[src/rtl/space_invaders_pkg.sv]
// Shared screen bounds, colours and fleet FSM encoding for the invaders blocks.
package space_invaders_pkg;

    localparam int SCREEN_X_MAX   = 319;
    localparam int SCREEN_Y_LIMIT = 200;

    localparam logic [2:0] BLACK        = 3'b000;
    localparam logic [2:0] ALIEN_COLOUR = 3'b101;

    typedef enum logic [2:0] {
        IDLE,
        ERASE,
        MOVE,
        DRAW,
        DONE
    } fleet_state_e;

    function automatic int fleet_span(input int cols, input int sprite_w, input int gap);
        return cols * sprite_w + (cols - 1) * gap;
    endfunction

endpackage

[src/rtl/sprite_raster.sv]
// Walks every pixel of each masked alien, one per cycle; the first pixel is
// presented combinationally in the start cycle so the caller can register it.
module sprite_raster import space_invaders_pkg::*; #(
    parameter int COLS     = 4,
    parameter int SPRITE_W = 10,
    parameter int SPRITE_H = 4,
    parameter int GAP      = 6
) (
    input  logic            clk,
    input  logic            reset,
    input  logic            start_i,
    input  logic [9:0]      org_x_i,
    input  logic [9:0]      org_y_i,
    input  logic [COLS-1:0] mask_i,
    output logic [8:0]      x_o,
    output logic [7:0]      y_o,
    output logic            valid_o,
    output logic            last_o
);

    localparam int AW    = (COLS > 1) ? $clog2(COLS) : 1;
    localparam int CW    = (SPRITE_W > 1) ? $clog2(SPRITE_W) : 1;
    localparam int RW    = (SPRITE_H > 1) ? $clog2(SPRITE_H) : 1;
    localparam int PITCH = SPRITE_W + GAP;

    // Returns {found, index} of the lowest set mask bit at or above 'from'.
    function automatic logic [AW:0] find_from(input logic [COLS-1:0] m, input int from);
        logic [AW:0] r;
        r = '0;
        for (int i = COLS - 1; i >= 0; i--) begin
            if (i >= from && m[i]) r = {1'b1, AW'(i)};
        end
        return r;
    endfunction

    logic            active_q, active_d;
    logic [AW-1:0]   alien_q, alien_d;
    logic [RW-1:0]   row_q, row_d;
    logic [CW-1:0]   col_q, col_d;
    logic [COLS-1:0] mask_q;
    logic [9:0]      ox_q, oy_q;

    logic [COLS-1:0] cur_mask;
    logic [AW-1:0]   cur_alien;
    logic [RW-1:0]   cur_row;
    logic [CW-1:0]   cur_col;
    logic [9:0]      cur_ox, cur_oy;
    logic            cur_valid, end_col, end_row;
    logic [AW:0]     first, nxt;

    always_comb begin
        cur_mask  = mask_q;
        cur_alien = alien_q;
        cur_row   = row_q;
        cur_col   = col_q;
        cur_ox    = ox_q;
        cur_oy    = oy_q;
        cur_valid = active_q;
        first     = find_from(mask_i, 0);
        if (start_i) begin
            cur_mask  = mask_i;
            cur_alien = first[AW-1:0];
            cur_row   = '0;
            cur_col   = '0;
            cur_ox    = org_x_i;
            cur_oy    = org_y_i;
            cur_valid = first[AW];
        end

        nxt     = find_from(cur_mask, int'(cur_alien) + 1);
        end_col = (cur_col == CW'(SPRITE_W - 1));
        end_row = (cur_row == RW'(SPRITE_H - 1));

        active_d = cur_valid;
        alien_d  = cur_alien;
        row_d    = cur_row;
        col_d    = cur_col;
        if (cur_valid) begin
            if (!end_col) begin
                col_d = cur_col + 1'b1;
            end else begin
                col_d = '0;
                if (!end_row) begin
                    row_d = cur_row + 1'b1;
                end else begin
                    row_d    = '0;
                    alien_d  = nxt[AW-1:0];
                    active_d = nxt[AW];
                end
            end
        end

        valid_o = cur_valid;
        last_o  = cur_valid & end_col & end_row & ~nxt[AW];
        x_o     = 9'(cur_ox + 10'(cur_alien) * 10'(PITCH) + 10'(cur_col));
        y_o     = 8'(cur_oy + 10'(cur_row));
    end

    always_ff @(posedge clk) begin
        if (!reset) active_q <= 1'b0;
        else        active_q <= active_d;
    end

    always_ff @(posedge clk) begin
        alien_q <= alien_d;
        row_q   <= row_d;
        col_q   <= col_d;
        mask_q  <= cur_mask;
        ox_q    <= cur_ox;
        oy_q    <= cur_oy;
    end

endmodule

[src/rtl/alien_fleet.sv]
// Space-invaders fleet: on each tick erase the old frame, step the fleet, redraw.
// The raster runs one cycle ahead of the registered pixel outputs.
module alien_fleet import space_invaders_pkg::*; #(
    parameter int         COLS     = 4,
    parameter int         SPRITE_W = 10,
    parameter int         SPRITE_H = 4,
    parameter int         GAP      = 6,
    parameter int         STEP     = 1,
    parameter int         DROP     = 1,
    parameter int         X_START  = 100,
    parameter int         X_MAX    = SCREEN_X_MAX,
    parameter int         Y_LIMIT  = SCREEN_Y_LIMIT,
    parameter logic [2:0] COLOUR   = ALIEN_COLOUR
) (
    input  logic            clk,
    input  logic            reset,
    input  logic            tick,
    input  logic [COLS-1:0] alive,
    output logic [8:0]      x,
    output logic [7:0]      y,
    output logic [2:0]      colour,
    output logic            plot,
    output logic            busy,
    output logic            done,
    output logic [8:0]      fleet_x,
    output logic [7:0]      fleet_y,
    output logic            landed
);

    localparam int SPAN = fleet_span(COLS, SPRITE_W, GAP);

    fleet_state_e    state_q, state_d;
    logic [8:0]      fleet_x_q, fleet_x_d;
    logic [7:0]      fleet_y_q, fleet_y_d;
    logic            dir_right_q, dir_right_d;
    logic [COLS-1:0] drawn_mask_q, drawn_mask_d;
    logic [COLS-1:0] new_mask_q, new_mask_d;
    logic            landed_q, landed_d;

    logic [8:0]      x_q;
    logic [7:0]      y_q;
    logic [2:0]      colour_q;
    logic            plot_q, last_q;

    logic            r_start, r_valid, r_last;
    logic [9:0]      r_ox, r_oy;
    logic [COLS-1:0] r_mask;
    logic [8:0]      r_x;
    logic [7:0]      r_y;
    logic [2:0]      pix_colour;
    logic [9:0]      fx10, fy10;

    sprite_raster #(
        .COLS     (COLS),
        .SPRITE_W (SPRITE_W),
        .SPRITE_H (SPRITE_H),
        .GAP      (GAP)
    ) u_raster (
        .clk     (clk),
        .reset   (reset),
        .start_i (r_start),
        .org_x_i (r_ox),
        .org_y_i (r_oy),
        .mask_i  (r_mask),
        .x_o     (r_x),
        .y_o     (r_y),
        .valid_o (r_valid),
        .last_o  (r_last)
    );

    always_comb begin
        state_d      = state_q;
        fleet_x_d    = fleet_x_q;
        fleet_y_d    = fleet_y_q;
        dir_right_d  = dir_right_q;
        drawn_mask_d = drawn_mask_q;
        new_mask_d   = new_mask_q;
        r_start      = 1'b0;
        r_mask       = drawn_mask_q;
        r_ox         = {1'b0, fleet_x_q};
        r_oy         = {2'b00, fleet_y_q};
        pix_colour   = BLACK;
        fx10         = {1'b0, fleet_x_q};
        fy10         = {2'b00, fleet_y_q};

        unique case (state_q)
            IDLE: begin
                if (tick) begin
                    new_mask_d = alive;
                    r_start    = |drawn_mask_q;
                    state_d    = (|drawn_mask_q) ? ERASE : MOVE;
                end
            end
            ERASE: begin
                // last_q marks the final erase pixel being shown this cycle
                if (last_q) state_d = MOVE;
            end
            MOVE: begin
                if (!landed_q) begin
                    if (dir_right_q) begin
                        if (fx10 + 10'(SPAN - 1 + STEP) <= 10'(X_MAX)) begin
                            fleet_x_d = 9'(fx10 + 10'(STEP));
                        end else begin
                            fleet_y_d   = 8'(fy10 + 10'(DROP));
                            dir_right_d = 1'b0;
                        end
                    end else begin
                        if (fx10 >= 10'(STEP)) begin
                            fleet_x_d = 9'(fx10 - 10'(STEP));
                        end else begin
                            fleet_y_d   = 8'(fy10 + 10'(DROP));
                            dir_right_d = 1'b1;
                        end
                    end
                end
                // Draw origin is the post-move position, first pixel emitted now
                r_start    = 1'b1;
                r_mask     = new_mask_q;
                r_ox       = {1'b0, fleet_x_d};
                r_oy       = {2'b00, fleet_y_d};
                pix_colour = COLOUR;
                state_d    = (|new_mask_q) ? DRAW : DONE;
            end
            DRAW: begin
                pix_colour = COLOUR;
                if (last_q) state_d = DONE;
            end
            DONE: begin
                drawn_mask_d = new_mask_q;
                state_d      = IDLE;
            end
            default: state_d = IDLE;
        endcase

        landed_d = landed_q | (({2'b00, fleet_y_d} + 10'(SPRITE_H - 1)) >= 10'(Y_LIMIT));
    end

    always_ff @(posedge clk) begin
        if (!reset) begin
            state_q      <= IDLE;
            fleet_x_q    <= 9'(X_START);
            fleet_y_q    <= '0;
            dir_right_q  <= 1'b0;
            drawn_mask_q <= '0;
            landed_q     <= 1'b0;
            plot_q       <= 1'b0;
            last_q       <= 1'b0;
            x_q          <= '0;
            y_q          <= '0;
            colour_q     <= '0;
        end else begin
            state_q      <= state_d;
            fleet_x_q    <= fleet_x_d;
            fleet_y_q    <= fleet_y_d;
            dir_right_q  <= dir_right_d;
            drawn_mask_q <= drawn_mask_d;
            landed_q     <= landed_d;
            plot_q       <= r_valid;
            last_q       <= r_last;
            if (r_valid) begin
                x_q      <= r_x;
                y_q      <= r_y;
                colour_q <= pix_colour;
            end
        end
    end

    always_ff @(posedge clk) begin
        new_mask_q <= new_mask_d;
    end

    assign x       = x_q;
    assign y       = y_q;
    assign colour  = colour_q;
    assign plot    = plot_q;
    assign busy    = (state_q != IDLE);
    assign done    = (state_q == DONE);
    assign fleet_x = fleet_x_q;
    assign fleet_y = fleet_y_q;
    assign landed  = landed_q;

endmodule
[config.mk]
export PLATFORM = sky130hd
export DESIGN_NAME = alien_fleet
export DESIGN_NICKNAME = d
export VERILOG_FILES = /design/src/rtl/space_invaders_pkg.sv /design/src/rtl/sprite_raster.sv /design/src/rtl/alien_fleet.sv
export SDC_FILE = /design/constraint.sdc
export NUM_CORES = 1
export LEC_CHECK = 0
export ABC_AREA = 1
export BUFFER_PORTS_ARGS = -buffer_cell sky130_fd_sc_hd__buf_2
export CAP_MARGIN = 10
export CORE_MARGIN = 2
export CORE_UTILIZATION = 63
export DETAILED_ROUTE_END_ITERATION = 10
export GPL_ROUTABILITY_DRIVEN = 0
export PLACE_DENSITY = 0.94
export SETUP_SLACK_MARGIN = 0.2
export SLEW_MARGIN = 25
export SYNTH_ARGS = -nofsm -noshare
export SYNTH_HDL_FRONTEND = slang
export SYNTH_SLANG_ARGS = --single-unit
[constraint.sdc]
create_clock -name clk -period 5.95 [get_ports clk]
set_clock_uncertainty 0.2 [all_clocks]
set_input_delay 1.19 -clock clk [delete_from_list [all_inputs] [get_ports clk]]
set_output_delay 1.19 -clock clk [all_outputs]
set_load 0.05 [all_outputs]
==> results.sh <==
export IMPL_totalPowerFinal_mw=2.42
export IMPL_overflow=0
export IMPL_htreeDepth=3
export IMPL_place_inst=666
export IMPL_worstSetupStartpointType="flip-flop"
export IMPL_cts_tree="yes"
export IMPL_synth_top_area_cell="dfxtp_1"
export IMPL_synth_seq_cells=79
export IMPL_fin_crit_sh_pct=70.0
export IMPL_io_buffer_count=46
export IMPL_place_hpwl_mm=7.23
export IMPL_cellLeakagePower_nw=2.23
export IMPL_syn_to_final_growth_pct=8.38
export IMPL_placed_cell_area_um2=4550
export IMPL_tightest_slew_ns=0.745
export IMPL_grt_pass1_vias=3615
export IMPL_slew_headroom_pct=50.3
export IMPL_drive_gt1_share_pct=21.1
export IMPL_synth_xor_area_share_pct=4.00
export IMPL_final_min_clock_period_ns=4.16
export IMPL_postCtsSetupRepairBufs=0
export IMPL_synthAdderAreaFrac_pct=5.53
export IMPL_finalSetupTns_ns=0
export IMPL_numCtsBuffers=9
export IMPL_worstPathRequired_ns=6.00
export IMPL_cp_max_fo=5
export IMPL_vias=3856
export IMPL_worst_setup_path_type="reg -> reg"
export IMPL_grt_max_degree=30
export IMPL_synth_ff_type="dfxtp_1"
export IMPL_synthDistinctLibCells=49
export IMPL_die_w_um=87.0
export IMPL_cap_violations=0
export IMPL_status="completed"
export IMPL_syn_num_nets=582
export IMPL_drt_pass1_iter_count=6
export IMPL_ys_seq_area_share_pct=37.3
export IMPL_rows=30
export IMPL_clock_latency_ns=0.35
export IMPL_cts_buffer_depth=2
export IMPL_totalWireLength_mm=9.88
export IMPL_grt_antenna_before_repair=0
export IMPL_slew_violations=0
export IMPL_p_per_area_nw_per_um2=515
export IMPL_synth_top_family_by_area="simple AND/OR/NAND/NOR gates"
export IMPL_fin_cells=682
export IMPL_fp_coreArea_um2=6720
export IMPL_muxShareOfSynthArea_pct=0.230
export IMPL_fin_area_um2=4710
export IMPL_route_detailed_drc=0
export IMPL_synth_simple_area_share_pct=30.1
export IMPL_fin_util_pct=70.1
export IMPL_synth_warnings=0
export IMPL_n_antenna_cell=0
export IMPL_rsz0062_at_grt="no"
export IMPL_dieArea_um2=7570
export IMPL_fin_nets=622
export IMPL_die_h_um=87.0
export IMPL_yosys_top_cells_area="dfxtp_1, nand2_1, inv_1"
export IMPL_hold_class="reg -> reg"
export IMPL_gr_usage_all_layers_pct=27.1
export IMPL_synth_compound_area_share_pct=12.6
export IMPL_syn_inst=557
export IMPL_hold_violations=0
export IMPL_synth_top_area_share_pct=34.6
export IMPL_peakVddDrop_mv=0.244
export IMPL_cp_data_arrival_time_ns=4.21
export IMPL_endpoint_kind="flip-flop"
export IMPL_clkTransAtPathRegs_ns=0.08
export IMPL_drt_iter0_markers=223
export IMPL_wl_per_cell_um=14.5
export IMPL_start_util_pct=64.6
export IMPL_syn_area_um2=4340
export IMPL_hold_buffers=0
export IMPL_synth_edf_count=4
export IMPL_grt_first_pass_wirelength_mm=16.1
export IMPL_final_antenna_net_count=0
export IMPL_io_pins=48
export IMPL_cts_sinks=79
export IMPL_post_cts_resize_count=0
export IMPL_fmax_ghz=0.240
export IMPL_synthArstFlopShare_pct=0
export IMPL_via_per_inst=5.65
export IMPL_syn_avg_cell_area_um2=7.80
export IMPL_clockRootBuffer="clkbuf_8"
export IMPL_setup_violations=0
## area by class of cell
class	count	area, um^2
multi-input combinational	378	2280
fill	480	2010
sequential	79	1620
inverter	83	317
timing repair buffer	46	230
clock buffer	11	131
tap	80	100
clock inverter	5	25.0
## state kept, by name, summed over array words and instances, names as in the netlist, 2 cells and up
signal	flops
drawn_mask_q	4
state_q	3
y	8
u_raster.ox_q	9
u_raster.mask_q	3
u_raster.alien_q	2
new_mask_q	4
fleet_y	8
u_raster.row_q	2
u_raster.oy_q	8
fleet_x	9
u_raster.col_q	4
x	9
## cells in the final DEF (no fill, tap or decap), types with 2 or more instances in the layout
cell,count
clkbuf_8,9
xor2_1,13
clkinv_1,3
and3_1,2
nand2_1,92
nand4_1,5
nand3_4,5
nor2_2,4
o211ai_1,2
or2_2,7
nor2_4,7
a31oi_1,4
ha_1,16
inv_4,2
xnor2_1,5
inv_2,7
a21oi_1,31
o21ai_0,42
nand2_4,7
nor2_1,45
nand3_2,7
o21ai_1,6
nor3_1,10
nand4_2,3
nand2_2,10
o21ai_2,5
inv_1,73
fa_1,2
edfxtp_1,4
clkbuf_1,2
clkinv_2,2
dfxtp_1,75
buf_2,46
nand3_1,33
## final timing paths
| kind | startpoint | to | slack, ns | depth (start not counted) |
|---|---|---|---|---|
| setup / recovery | fleet_x[1]$_SDFFE_PN0P_ | x[8]$_SDFFE_PN0N_ | 1.79 | 25 |
| hold / removal | x[0]$_SDFFE_PN0N_ | x[0]$_SDFFE_PN0N_ | 0.28 | 2 |
| setup reg to reg | fleet_x[1]$_SDFFE_PN0P_ | x[8]$_SDFFE_PN0N_ | 1.79 | 25 |
| hold reg to reg | x[0]$_SDFFE_PN0N_ | x[0]$_SDFFE_PN0N_ | 0.28 | 2 |
## worst max-delay path, cell delays in order (launching register included)
cell and delay (ns):
dfxtp_1 0.43, inv_1 0.15, ha_1 0.22, nand2_1 0.08, nand3_1 0.06, a21oi_1 0.14
nand2_2 0.11, nand2_4 0.13, inv_4 0.06, a21oi_4 0.17, nor2_1 0.09, xor2_1 0.17
o21ai_0 0.27, ha_1 0.26, inv_1 0.08, fa_1 0.39, o21ai_0 0.30, a21oi_1 0.11
nor2_1 0.10, nor2_1 0.07, nor2_1 0.14, nand2_1 0.07, nand2_1 0.06, nand3_1 0.07
nand2_1 0.09, inv_1 0.04
## cell usage after synthesis, types with 6 or more instances
cell type / instances
nand2_1: 92
dfxtp_1: 75
inv_1: 73
nor2_1: 45
o21ai_0: 42
nand3_1: 33
a21oi_1: 31
ha_1: 16
xor2_1: 13
nand2_2: 10
nor3_1: 10
inv_2: 7
nand2_4: 7
nand3_2: 7
nor2_4: 7
or2_2: 7
o21ai_1: 6
## power breakdown
group | internal [mW] | total (mW) | switching, mW
Clock | 0.148 | 0.333 | 0.185
Sequential | 0.681 | 0.758 | 0.0769
Combinational | 0.368 | 1.33 | 0.965
Total | 1.20 | 2.42 | 1.23
## kinds of logic after synthesis
kind of cell             count (synthesis)
adder cells (fa/ha/maj)                 18
XOR/XNOR                                19
AND/OR/NAND/NOR                        242
flip-flops                              79
other                                    1
AO/OA/AOI/OAI                           97
buffers and inverters                  100
multiplexers                             1
## stage by stage
stage / worst slack (ns) / hold WS, ns
2_1_floorplan: 1.99 / 0.238
3_3_place_gp: 1.87 / 0.255
3_5_place_dp: 1.65 / 0.267
4_1_cts: 1.84 / 0.285
5_1_grt: 1.51 / 0.300
6_report: 1.79 / 0.282
## routing by layer
| metal | track usage (%) | vias up | part of all wire (%) |
|---|---|---|---|
| met5 | 0 | - | 0 |
| met4 | 13.9 | 0 | 3.3 |
| met3 | 4.45 | 31 | 5.0 |
| met2 | 47.4 | 142 | 50 |
| met1 | 31.9 | 1812 | 42 |
| li1 | - | 1871 | - |
Note: power is estimated with default switching activity, not from simulation.
